[src/rtl/btb_update_sched_pkg.sv]
// Shared types for the BTB write-port scheduler and its update FIFO.
package btb_update_sched_pkg;

    // One BTB write: tag/PC and target.
    typedef struct packed {
        logic [31:0] pc;
        logic [31:0] target;
    } btb_upd_t;

    typedef enum logic {
        BS_IDLE,
        BS_SWEEP
    } btb_sched_state_e;

    // Low PC bits of an invalidation sentinel; fetch PCs are word aligned,
    // so an entry tagged with this pattern can never hit.
    localparam logic [1:0] BTB_INV_LSB = 2'b01;

endpackage

[src/rtl/btb_update_sched_fifo.sv]
// Small resolve-update FIFO; pointers carry an extra wrap bit so full and
// empty are distinguished without a separate counter.
module btb_upd_fifo
    import btb_update_sched_pkg::*;
#(
    parameter int DEPTH = 4
) (
    input  logic     clk,
    input  logic     rst_n,
    input  logic     i_clear,
    input  logic     i_push,
    input  btb_upd_t i_data,
    input  logic     i_pop,
    output btb_upd_t o_head,
    output logic     o_full,
    output logic     o_empty
);
    localparam int PW = $clog2(DEPTH);

    logic [PW:0] r_wr;
    logic [PW:0] r_rd;
    btb_upd_t    r_mem [DEPTH];
    logic        w_push;
    logic        w_pop;

    assign o_empty = (r_wr == r_rd);
    assign o_full  = (r_wr[PW] != r_rd[PW]) && (r_wr[PW-1:0] == r_rd[PW-1:0]);
    assign w_push  = i_push && !o_full && !i_clear;
    assign w_pop   = i_pop && !o_empty && !i_clear;
    assign o_head  = r_mem[r_rd[PW-1:0]];

    // Pointer update; clear discards everything queued.
    always_ff @(posedge clk or negedge rst_n) begin
        if (!rst_n) begin
            r_wr <= '0;
            r_rd <= '0;
        end else if (i_clear) begin
            r_wr <= '0;
            r_rd <= '0;
        end else begin
            if (w_push) r_wr <= r_wr + {{PW{1'b0}}, 1'b1};
            if (w_pop)  r_rd <= r_rd + {{PW{1'b0}}, 1'b1};
        end
    end

    // Payload storage needs no reset; occupancy is tracked by the pointers.
    always_ff @(posedge clk) begin
        if (w_push) r_mem[r_wr[PW-1:0]] <= i_data;
    end

endmodule

[src/rtl/btb_update_sched.sv]
// Sole owner of the BTB write port: arbitrates buffered branch-resolution
// updates against debug writes, and runs the invalidate-all sweep.
module btb_update_sched
    import btb_update_sched_pkg::*;
#(
    parameter int ENTRIES = 64,
    parameter int DEPTH   = 4
) (
    input  logic        clk,
    input  logic        rst_n,
    input  logic        rs_valid,
    input  logic        rs_taken,
    input  logic [31:0] rs_pc,
    input  logic [31:0] rs_target,
    input  logic        dbg_valid,
    output logic        dbg_ready,
    input  logic [31:0] dbg_pc,
    input  logic [31:0] dbg_target,
    input  logic        flush_req,
    output logic        btb_update,
    output logic [31:0] btb_pc_u,
    output logic [31:0] btb_target_u,
    output logic        sweep_busy,
    output logic        sweep_done,
    output logic [15:0] drop_cnt
);
    localparam int IDXW = $clog2(ENTRIES);
    localparam logic [IDXW-1:0] LAST_IDX = IDXW'(ENTRIES - 1);
    localparam logic [IDXW-1:0] ONE_IDX  = IDXW'(1);

    btb_sched_state_e r_state;
    logic [IDXW-1:0]  r_idx;        // next sweep index to write
    logic             r_rr_dbg;     // 1: debug has priority on a tie
    logic             r_upd;
    logic [31:0]      r_pc_u;
    logic [31:0]      r_tgt_u;
    logic             r_busy;
    logic             r_done;
    logic [15:0]      r_drop;

    btb_upd_t         w_head;
    btb_upd_t         w_push_data;
    logic             w_full;
    logic             w_empty;
    logic             w_take;
    logic             w_push;
    logic             w_drop;
    logic             w_idle;
    logic             w_gnt_dbg;
    logic             w_gnt_fifo;
    logic             w_sweep_wr;
    logic             w_last;
    logic [IDXW-1:0]  w_sweep_idx;
    logic [31:0]      w_inv_pc;

    // A flush discards the same-cycle resolve entirely, so it is neither
    // queued nor counted; otherwise fullness is judged before any pop.
    assign w_take      = rs_valid && rs_taken && !flush_req;
    assign w_push      = w_take && !w_full;
    assign w_drop      = w_take && w_full;
    assign w_push_data = '{pc: rs_pc, target: rs_target};

    // Round-robin between the FIFO head and debug; flush always wins.
    assign w_idle     = (r_state == BS_IDLE) && !flush_req;
    assign w_gnt_dbg  = w_idle && dbg_valid && (w_empty || r_rr_dbg);
    assign w_gnt_fifo = w_idle && !w_empty && (!dbg_valid || !r_rr_dbg);
    assign dbg_ready  = w_gnt_dbg;

    // The flush cycle itself issues sentinel 0, so the sweep spans exactly
    // ENTRIES visible writes starting the cycle after flush_req.
    assign w_sweep_wr  = flush_req || (r_state == BS_SWEEP);
    assign w_sweep_idx = flush_req ? '0 : r_idx;
    assign w_last      = !flush_req && (r_state == BS_SWEEP) && (r_idx == LAST_IDX);

    // Misaligned sentinel PC targeting entry w_sweep_idx.
    always_comb begin
        w_inv_pc = '0;
        w_inv_pc[IDXW+1:0] = {w_sweep_idx, BTB_INV_LSB};
    end

    btb_upd_fifo #(.DEPTH(DEPTH)) u_fifo (
        .clk     (clk),
        .rst_n   (rst_n),
        .i_clear (flush_req),
        .i_push  (w_push),
        .i_data  (w_push_data),
        .i_pop   (w_gnt_fifo),
        .o_head  (w_head),
        .o_full  (w_full),
        .o_empty (w_empty)
    );

    // Sweep FSM plus the registered BTB write port it drives.
    always_ff @(posedge clk or negedge rst_n) begin
        if (!rst_n) begin
            r_state  <= BS_IDLE;
            r_idx    <= '0;
            r_rr_dbg <= 1'b0;
            r_upd    <= 1'b0;
            r_pc_u   <= '0;
            r_tgt_u  <= '0;
            r_busy   <= 1'b0;
            r_done   <= 1'b0;
        end else begin
            r_upd  <= w_sweep_wr || w_gnt_dbg || w_gnt_fifo;
            r_busy <= w_sweep_wr;
            r_done <= w_last;
            if (w_sweep_wr) begin
                r_pc_u  <= w_inv_pc;
                r_tgt_u <= '0;
            end else if (w_gnt_dbg) begin
                r_pc_u  <= dbg_pc;
                r_tgt_u <= dbg_target;
            end else if (w_gnt_fifo) begin
                r_pc_u  <= w_head.pc;
                r_tgt_u <= w_head.target;
            end
            if (w_gnt_dbg)  r_rr_dbg <= 1'b0;
            if (w_gnt_fifo) r_rr_dbg <= 1'b1;
            if (flush_req) begin
                r_state <= BS_SWEEP;
                r_idx   <= ONE_IDX;
            end else if (r_state == BS_SWEEP) begin
                r_idx <= r_idx + ONE_IDX;
                if (w_last) r_state <= BS_IDLE;
            end
        end
    end

    // Saturating count of resolves lost to a full FIFO.
    always_ff @(posedge clk or negedge rst_n) begin
        if (!rst_n)                         r_drop <= '0;
        else if (w_drop && r_drop != '1)    r_drop <= r_drop + 16'd1;
    end

    assign btb_update   = r_upd;
    assign btb_pc_u     = r_pc_u;
    assign btb_target_u = r_tgt_u;
    assign sweep_busy   = r_busy;
    assign sweep_done   = r_done;
    assign drop_cnt     = r_drop;

endmodule

[config.mk]
export PLATFORM = sky130hd
export DESIGN_NAME = btb_update_sched
export DESIGN_NICKNAME = d
export VERILOG_FILES = /design/src/rtl/btb_update_sched_pkg.sv /design/src/rtl/btb_update_sched_fifo.sv /design/src/rtl/btb_update_sched.sv
export SDC_FILE = /design/constraint.sdc
export NUM_CORES = 1
export LEC_CHECK = 0
export BUFFER_PORTS_ARGS = -buffer_cell sky130_fd_sc_hd__buf_4
export CELL_PAD_IN_SITES_DETAIL_PLACEMENT = 1
export CELL_PAD_IN_SITES_GLOBAL_PLACEMENT = 2
export CORE_MARGIN = 3
export CORE_UTILIZATION = 46
export CTS_BUF_LIST = sky130_fd_sc_hd__clkbuf_8
export CTS_CLUSTER_SIZE = 16
export DETAILED_ROUTE_END_ITERATION = 7
export PLACE_DENSITY = 0.84
export SYNTH_ARGS = -nofsm -noshare
export SYNTH_HDL_FRONTEND = slang
export SYNTH_HIERARCHICAL = 1
export SYNTH_SLANG_ARGS = --single-unit
[constraint.sdc]
create_clock -name clk -period 11.5 [get_ports clk]
set_input_delay 2.3 -clock clk [delete_from_list [all_inputs] [get_ports clk]]
set_output_delay 2.3 -clock clk [all_outputs]
set_load 0.01 [all_outputs]
Yosys cells after proc, flatten, opt, wreduce, memory -nomap -nowiden
Memory sizes are Yosys's and may differ from the RTL's.
Cells that the tools add are included.
W data, S select, Z words.

cells by class
  reduce and logical (&&, ||, !) cells = 32
  bitwise gates (word level) = 1
  mux-type cells = 20
  add/subtract/negate cells = 4
  eq/ne operators = 5

operator list
  kind                     number
  $mux W32                 6
  $mux W6                  3
  $logic_and A1 B1 Y1      17
  $add A16 B1 Y16 const B  1
  $ne A16 B16 Y1 const B   1
  $mux W3                  4
  $reduce_bool A2 Y1       4
  $mux W1                  7
  $add A3 B1 Y3 const B    2
  $add A6 B1 Y6 const B    1
  $eq A6 B6 Y1 const B     1
  $logic_not A1 Y1         5
  $logic_or A1 B1 Y1       5
  $eq A3 B3 Y1             1
  $reduce_bool A3 Y1       1
  $eq A2 B2 Y1             1
  $ne A1 B1 Y1             1
  $not A1 Y1               1

storage, ports and cells
  output and inout port bits = 84
  bits of input ports = 134
  word-level logic and storage cells = 74
  memories kept = 1
  memory bits (writable) = 256
  register bits = 97

memories
  name          depth  bits a word  rd ports  clocked after Yosys merged registers in  wr ports  RTL line                     text
  u_fifo.r_mem  4      64           1         0                                        1         btb_update_sched_fifo.sv:22  btb_upd_t r_mem [DEPTH];

Logic depth before layout (Yosys ltp)
Gate-level depths: netlist (run 1).

  depth in word-level cells = 8
  mapped depth = 10
  gate-level depth less buffers = 7

Modules after synthesis
The synthesis (run 1) kept the hierarchy.

modules (own cells, without submodules)
  module            cells an instance  instances  seq. area each (um2)  area each (um2)
  btb_upd_fifo      399                1          7,837.5               9,764.4
  btb_update_sched  409                1          2,277.2               4,344.2

Worst setup path after synthesis (run 1)
No wires, ideal clock.

  path type = input to output
  start = in dbg_valid
  end = out dbg_ready
  required time = 9,200 ps
  cell stages on the path = 5
  path buffers = 2
  arrival time = 3,001 ps
  slack = 6,199 ps
  cell sequence = o21a_1 > nand2_1 > buf_4 > buf_6 > inv_1

between the ends
  word-level cells in the longest chain between the ends = 2

RTL lines
  item                              RTL line                text
  start, declared                   btb_update_sched.sv:15  input logic dbg_valid,
  $logic_and A1 B1 Y1 (2 in a row)  btb_update_sched.sv:65  assign w_gnt_dbg = w_idle && dbg_valid && (w_empty || r_rr_dbg);
  end, declared                     btb_update_sched.sv:16  output logic dbg_ready,

No other way between the ends.

Worst setup path in the final report (run 1)
  start = in flush_req
  end = out dbg_ready

between the ends
  word-level cells in the longest chain between the ends = 4

RTL lines
  item                              RTL line                text
  start, declared                   btb_update_sched.sv:19  input logic flush_req,
  $logic_not A1 Y1                  btb_update_sched.sv:64  assign w_idle = (r_state == BS_IDLE) && !flush_req;
  $logic_and A1 B1 Y1               btb_update_sched.sv:64
  $logic_and A1 B1 Y1 (2 in a row)  btb_update_sched.sv:65

No other way between the ends.

==> results of run 1 <==
[state kept, by name, indices dropped and copies added (netlist names), 3 cells and up]
| signal | cells |
|---|---|
| btb_pc_u | 32 |
| btb_target_u | 32 |
| drop_cnt | 16 |
| r_idx | 6 |
| u_fifo/r_mem | 256 |
| u_fifo/r_rd | 3 |
| u_fifo/r_wr | 3 |
[where the power goes]
part | internal, mW | total [mW] | switching (mW)
Combinational | 0.0568 | 0.110 | 0.0529
Sequential | 1.38 | 1.39 | 0.00702
Clock | 0.559 | 1.03 | 0.476
[through the flow]
step                      worst slack, ps  utilization (%)  cell area [µm²]
after detailed placement             5740             53.8            16100
after global placement               5770             53.8            16100
after floorplan                      6200                -            14100
after CTS                            5740             57.5            17200
final                                5750             57.5            17200
after global routing                 5680             57.5            17200
[final timing paths]
check,startpoint,endpoint,cells after the start
max,flush_req,dbg_ready,5
min,btb_target_u[18],btb_target_u[18],2
max reg2reg,u_fifo/r_rd[0],u_fifo/r_mem[1][10],7
min reg2reg,btb_target_u[18],btb_target_u[18],2
max in group asynchronous,rst_n,u_fifo/r_rd[0],2
min in group asynchronous,rst_n,btb_pc_u[5],1
[layer usage]
metal	GRT usage, %	part of all wire (%)	vias to the layer above
li1	-	-	3649
met1	27.4	42	4231
met2	34.0	50	247
met3	5.34	7.1	48
met4	4.78	1.6	4
met5	0	0.11	-
[synthesized netlist by cell type (all sizes together) (2+ instances only)]
cell | count | share of area (%)
a211o | 2 | 0.12
a211oi | 2 | 0.11
a21o | 2 | 0.11
a21oi | 4 | 0.14
a31oi | 3 | 0.13
and2 | 4 | 0.18
and3 | 5 | 0.22
and4 | 2 | 0.12
buf | 20 | 0.93
clkbuf | 18 | 0.48
dfrtp | 97 | 17
edfxtp | 256 | 54
ha | 7 | 0.62
inv | 9 | 0.24
mux2 | 6 | 0.51
mux2i | 61 | 4.3
mux4 | 64 | 10
nand2 | 82 | 2.2
nand3 | 9 | 0.32
nand3b | 2 | 0.11
nand4 | 12 | 0.64
nand4b | 2 | 0.23
nor2 | 14 | 0.44
nor2b | 2 | 0.089
nor3 | 4 | 0.22
nor3b | 4 | 0.21
nor4 | 7 | 0.63
o211ai | 2 | 0.11
o21a | 2 | 0.11
o21ai | 67 | 2.4
o311ai | 2 | 0.12
o31ai | 3 | 0.16
xnor2 | 7 | 0.43
xor2 | 13 | 0.81
[cell usage in the layout, fill, tap and decap left out, types with 4 or more instances in the layout]
cell type and count:
nor4_1 4, edfxtp_1 256, nand3_1 9, o21ai_0 51
a21oi_1 4, mux2_2 4, xor2_1 13, dfrtp_1 95
xnor2_1 7, mux2i_1 61, clkinv_1 5, nor3b_1 4
clkinv_2 11, ha_1 7, and3_1 5, and2_4 4
clkbuf_8 65, o21ai_1 15, buf_4 224, inv_1 29
nor2_1 12, mux4_2 64, nand4_1 11, nand2_1 81
[cell families (layout without fill, tap and decap cells)]
logic type | after synthesis | in the layout | share of synthesized area [%]
adders and majority gates | 7 | 7 | 0.621
buffers and inverters | 47 | 337 | 1.65
AOI/OAI and AO/OA | 95 | 95 | 3.83
and+or+nand+nor | 155 | 155 | 5.92
muxes | 131 | 131 | 15.0
xor gates and xnor gates | 20 | 20 | 1.24
DFF | 353 | 353 | 71.7
[worst register-to-register path, stage by stage, from the launching register on]
cell and delay, ps:
dfrtp_4 700, xnor2_1 280, nand2_1 190, nor2_1 110, nor4bb_1 660, inv_1 180, a311oi_1 520, and2_4 910
[final cells by class]
cell class / count / area, µm²
fillers: 2824 / 12700
repair buffers: 224 / 1680
flip-flops and latches: 353 / 10100
well taps: 390 / 488
inverters: 9 / 33.8
multi-input cells: 408 / 3790
clock inverters: 39 / 213
clock buffers: 65 / 895
==> reports/results.tsv, run 1 <==
stage	metric	value	unit
worst_setup_path	worst-path maximum fanout	26	
sta	RSZ-0062 raised after global routing	no	
drt	Final ANT Viol Nets	0	
sta	headroom to the max-slew limit	29.2	%
sta	Worst Skew	9.40	ps
drt	Pre-antenna DRT Iters	5	
global_routing	grt total ovfl	0	
global_routing	first-pass GRT wire length	52.5	mm
synthesis	area of the mapped netlist	14100	µm²
synthesis	Mapped Cells	808	
die	num ports	218	
worst_setup_path	CP Launch Type	input pin	
global_routing	vias in the first global route	9066	
sta	Hold Violations, Final	0	
worst_setup_path	WP buf/inv	3	
synthesis	Primary FF master, synth	edfxtp_1	
synthesis	syn_area_per_cell	17.5	µm²
layout	Synth-to-Final Area Change	22.1	%
clock_network	CTS buffer count	56	
place	Cell Count Post-Placement	1384	
clock_network	clock sinks	353	
worst_setup_path	CP cell instances	buf_4, nor2_4, nand2_4, inv_1, buf_4	
drt	DR WL/cell	22.6	µm
clock_network	CTS tree	done	
sta	endpoints failing setup	0	
sta	Final period util	50.0	%
layout	layout cells sized above 1	35.4	%
sta	Fin Setup TNS	0	ps
pwr	Pwr Total	2.53	mW
global_routing	initial antenna violation count	2	
clock_network	H-tree depth	2	
layout	Layout Nets	1193	
worst_setup_path	Slowest Stage Delay on Critical Path	360	ps
run	maxcap violations	0	
clock_network	clk slew on worst S/H paths	60	ps
worst_setup_path	crit-path most repeated cell	buf_4	
global_routing	Tot GR Track Use	20.5	%
worst_setup_path	Worst EP required	9200	ps
pwr	leak pwr	7.01	nW
worst_setup_path	CP Capture Type	output pin	
place	HPWL after detailed placement	21.2	mm
pwr	Worst VDD drop	0.0794	mV
clock_network	CTS root buf	clkbuf_8	
die	row count	63	
sta	Final Critical Period	5750	ps
die	initial core utilization	47.1	%
die	Die X-Extent	181	µm
pwr	Pwr Density	147	nW/µm²
worst_setup_path	setup slack, reg-to-reg	7480	ps
run_status	status	finished, final reports clean	
place	IO Port Bufs	217	
die	die height	181	µm
global_routing	largest net degree at the start of global routing	65	
synthesis	asr flop ratio synth	27.5	%
synthesis	post-synthesis sequential area ratio	71.7	%
die	core area	30000	µm²
sta	Max Slew Vio Count	0	
drt	via/cell ratio	5.50	
worst_setup_path	CP top delay family	simple AND/OR/NAND/NOR gates	
drt	final wirelength	33.6	mm
drt	# DRC	0	
synthesis	Post-synth EDFFs	256	
die	die area	32800	µm²
sta	Worst Hold Slack	487	ps
drt	vias	8179	
clock_network	Bufs on Longest Clock Path	3	
clock_network	clk_lat worst skew	570	ps
min_path	Tightest Hold Check Type	flop to flop	
worst_setup_path	slowest cell on the critical path	nand2_4	
sta	pin slew with the least headroom to its limit	1060	ps
layout	Inserted Diodes	0	
synthesis	Synth warnings	6	
clock_network	hold buffer count at CTS	0	
worst_setup_path	WP data arrival	3450	ps
layout	fin cells	1488	
synthesis	Mapped Nets	949	
sta	Fmax	0.174	GHz
clock_network	cts repair resizes	0	
synthesis	library cells used by synthesis	59	
synthesis	flops & latches, synth	353	
clock_network	Post-CTS Setup Inserts	0	
drt	DRT iter0 DRCs	492	
place	routability congestion estimate from global placement	0.748	
worst_setup_path	CP Class	input pin to output pin	
Power figures use the tool's default switching activity.
==> inputs of run 2 (changes only) <==
--- a/config.mk
+++ b/config.mk
@@ -5,15 +5,16 @@
 export SDC_FILE = /design/constraint.sdc
 export NUM_CORES = 1
 export LEC_CHECK = 0
+export ABC_AREA = 1
 export BUFFER_PORTS_ARGS = -buffer_cell sky130_fd_sc_hd__buf_4
 export CELL_PAD_IN_SITES_DETAIL_PLACEMENT = 1
 export CELL_PAD_IN_SITES_GLOBAL_PLACEMENT = 2
 export CORE_MARGIN = 3
-export CORE_UTILIZATION = 46
+export CORE_UTILIZATION = 38
 export CTS_BUF_LIST = sky130_fd_sc_hd__clkbuf_8
 export CTS_CLUSTER_SIZE = 16
 export DETAILED_ROUTE_END_ITERATION = 7
-export PLACE_DENSITY = 0.84
+export PLACE_DENSITY = 0.79
 export SYNTH_ARGS = -nofsm -noshare
 export SYNTH_HDL_FRONTEND = slang
 export SYNTH_HIERARCHICAL = 1
==> constraint.sdc (replaced) <==
create_clock -name clk -period 5.35 [get_ports clk]
set_input_delay 1.07 -clock clk [delete_from_list [all_inputs] [get_ports clk]]
set_output_delay 1.07 -clock clk [all_outputs]
set_load 0.01 [all_outputs]
==> reports/results.tsv, run 2 <==
stage	metric	value	unit	change
sta	Final period util	67.2	%	
die	die area	41000	µm²	+25%
sta	Fmax	0.278	GHz	
layout	most common cell after layout, fill and taps aside	nand2_1		
synthesis	Primary FF master, synth	edfxtp_1		
sta	Max Slew Vio Count	0		unchanged
sta	pin slew with the least headroom to its limit	1050	ps	-7.06 ps
die	Die X-Extent	202	µm	+12%
synthesis	asr flop ratio synth	27.5	%	unchanged
clock_network	H-tree depth	2		unchanged
worst_setup_path	CP Class	flop to output pin		
clock_network	Bufs on Longest Clock Path	3		unchanged
synthesis	Synth warnings	6		unchanged
worst_setup_path	WP buf/inv	2		-1
pwr	Flop pwr share	55.2	%	+0.4 points
layout	Design Area, Final	17800	µm²	+3.6%
global_routing	initial antenna violation count	2		unchanged
pwr	Pwr Density	301	nW/µm²	+100%
sta	Fin Setup TNS	0	ps	unchanged
global_routing	first-pass GRT wire length	64.2	mm	+22%
worst_setup_path	slowest cell on the critical path	dfrtp_4		
worst_setup_path	worst-path maximum fanout	35		+35%
drt	DRT iter0 DRCs	518		+5.3%
clock_network	cts repair resizes	0		unchanged
synthesis	library cells used by synthesis	37		-37%
synthesis	share of the synthesized area in the top cell type	52.4	%	-2.1 points
pwr	Int Power	4.19	mW	+110%
worst_setup_path	CP Launch Type	flop		
layout	Layout Nets	1730		+45%
drt	via/cell ratio	4.97		-9.5%
clock_network	CTS root buf	clkbuf_8		
die	num ports	218		unchanged
place	HPWL after detailed placement	26.2	mm	+24%
layout	Synth-to-Final Area Change	21.6	%	
layout	filler cell count	4214		+49%
drt	DR WL/cell	19.1	µm	-15%
layout	Inserted Diodes	0		unchanged
die	die height	202	µm	+12%
worst_setup_path	CP Capture Type	output pin		
sta	RSZ-0062 raised after global routing	no		
worst_setup_path	CP top delay family	flip-flops		
layout	Largest register FFs	256		unchanged
pwr	Worst VDD drop	0.173	mV	+120%
min_path	Tightest Hold Check Type	flop to flop		
worst_setup_path	CP cell instances	nand2_1, nand2_2, nand3_2, inv_1, o21ai_2, nor2_8, buf_4		
sta	Worst Skew	23.1	ps	+13.7 ps
pwr	clock power share	41.6	%	+0.7 points
synthesis	Mapped Cells	1364		+69%
clock_network	CTS buffer count	60		+7.1%
clock_network	clk_lat worst skew	650	ps	+80 ps
die	row count	71		+13%
pwr	leak pwr	7.63	nW	+8.8%
worst_setup_path	crit path from	u_fifo/r_rd[0]		
worst_setup_path	WP data arrival	2530	ps	-920 ps
global_routing	grt total ovfl	0		unchanged
synthesis	Synth area leaders	edfxtp_1 (52%), dfrtp_1 (17%), nand2_1 (12%), nor2_1 (4.0%), o21ai_0 (3.2%)		
global_routing	largest net degree at the start of global routing	99		+52%
place	IO Port Bufs	217		unchanged
worst_setup_path	Slowest Stage Delay on Critical Path	640	ps	+280 ps
drt	vias	10700		+31%
drt	final wirelength	41.0	mm	+22%
synthesis	cell taking the most area after synthesis	edfxtp_1		
synthesis	Post-synth EDFFs	256		unchanged
pwr	Pwr Total	5.37	mW	+110%
layout	layout cells sized above 1	20.5	%	-15 points
min_path	min-delay src	btb_target_u[17]		
run	maxcap violations	0		unchanged
pwr	sw frac	22.0	%	+0.87 points
place	Placed Instance Area	16700	µm²	+3.8%
die	initial core utilization	38.8	%	-8.3 points
run_status	status	finished, final reports clean		
sta	Worst Hold Slack	479	ps	-8.24 ps
synthesis	post-synthesis sequential area ratio	68.9	%	-2.7 points
clock_network	Post-CTS Setup Inserts	0		unchanged
worst_setup_path	Worst EP required	4280	ps	-4920 ps
global_routing	Tot GR Track Use	19.9	%	-0.60 points
sta	Hold Violations, Final	0		unchanged
sta	endpoints failing setup	0		unchanged
synthesis	area of the mapped netlist	14700	µm²	+4.0%
worst_setup_path	RR Startpoint	u_fifo/r_rd[0]		
synthesis	Mapped Nets	1505		+59%
drt	# DRC	0		unchanged
clock_network	clock sinks	353		unchanged
die	core area	37800	µm²	+26%
clock_network	clk slew on worst S/H paths	60	ps	about the same
drt	Final ANT Viol Nets	0		unchanged
global_routing	vias in the first global route	11500		+27%
pwr	Switching Power	1.18	mW	+120%
synthesis	count leader, synth	nand2_1		
synthesis	Synth top cells by count	nand2_1 (463), edfxtp_1 (256), nor2_1 (156), dfrtp_1 (97), o21ai_0 (93)		
clock_network	hold buffer count at CTS	0		unchanged
synthesis	syn_area_per_cell	10.8	µm²	-38%
synthesis	flops & latches, synth	353		unchanged
place	routability congestion estimate from global placement	0.755		+0.99%
sta	headroom to the max-slew limit	29.7	%	+0.47 points
clock_network	CTS tree	done		
drt	Pre-antenna DRT Iters	5		unchanged
layout	commonest cells after routing, fill and taps aside	nand2_1 (462), edfxtp_1 (256), buf_4 (229)		
sta	Final Critical Period	3600	ps	
pwr	Comb pwr share	3.1	%	-1.2 points
==> run 2: cell types whose count changed in the layout (fill, tap and decap cells not counted), sizes merged, moves of 11 or more <==
cell,delta
nor2,+146
inv,+32
mux2i,-61
nand3,+20
mux4,-64
xor2,-11
o21ai,+72
nand2,+384
o22ai,+63
==> run 2: cell type report <==
type	count	area [µm²]	share of cell area, %
clock inverter	45	195	1.09
clock buffer	67	922	5.17
inverter	42	160	0.898
tap	511	639	3.58
sequential	353	10100	56.7
timing repair buffer	232	1780	9.97
multi-input combinational	900	4030	22.6
==> run 2: stage by stage <==
stage / util [%] / setup WS [ps] / instances
detailed placement: 44.2 / 1770 / 2038
global placement: 44.2 / 1830 / 2038
global route: 47.1 / 1530 / 2150
floorplan: - / 560 / 1364
finish: 47.1 / 1750 / 2150
CTS: 47.1 / 1660 / 2150
==> run 2: logic make-up (layout without fill, tap and decap cells) <==
group | after synthesis | after routing | share of synthesized area (%)
AOI/OAI and AO/OA | 214 | 214 | 8.01
xor gates and xnor gates | 9 | 9 | 0.537
adders and majority gates | 7 | 7 | 0.597
DFF | 353 | 353 | 68.9
buffers and inverters | 111 | 386 | 3.83
and+or+nand+nor | 670 | 670 | 18.1
==> run 2: path summary, 6_finish.rpt <==
path	slack, ps	cells past startpoint	endpoint
max reg2reg	2140	10	btb_target_u[14]
min reg2reg	480	2	btb_target_u[17]
min	480	2	btb_target_u[17]
max	1750	7	dbg_ready
min in group asynchronous	530	1	btb_pc_u[21]
max in group asynchronous	3790	2	btb_target_u[17]
==> run 2: worst register-to-register path: cells and delay by family, from the launching register on <==
| kind | cells | cell delay (ps) |
|---|---|---|
| buffers and inverters | 3 | 1200 |
| AND/OR/NAND/NOR | 6 | 760 |
| flip-flops | 1 | 640 |
| AO/OA/AOI/OAI | 1 | 530 |
==> run 2: power by group through the flow <==
stage	combinational [mW]	clock (mW)	sequential, mW
floorplan	0.0363	0	3.02
global placement	0.167	0	3.02
detailed placement	0.171	0	3.02
CTS	0.172	2.32	2.97
global route	0.187	2.44	2.97
finish	0.168	2.24	2.97
==> run 2: per-layer routing <==
metal / vias up / GRT usage (%) / part of all wire, %
met5: - / 0 / 0.080
met1: 5342 / 25.6 / 44
li1: 5103 / - / -
met4: 4 / 5.52 / 1.8
met2: 182 / 34.4 / 50
met3: 59 / 3.82 / 4.0
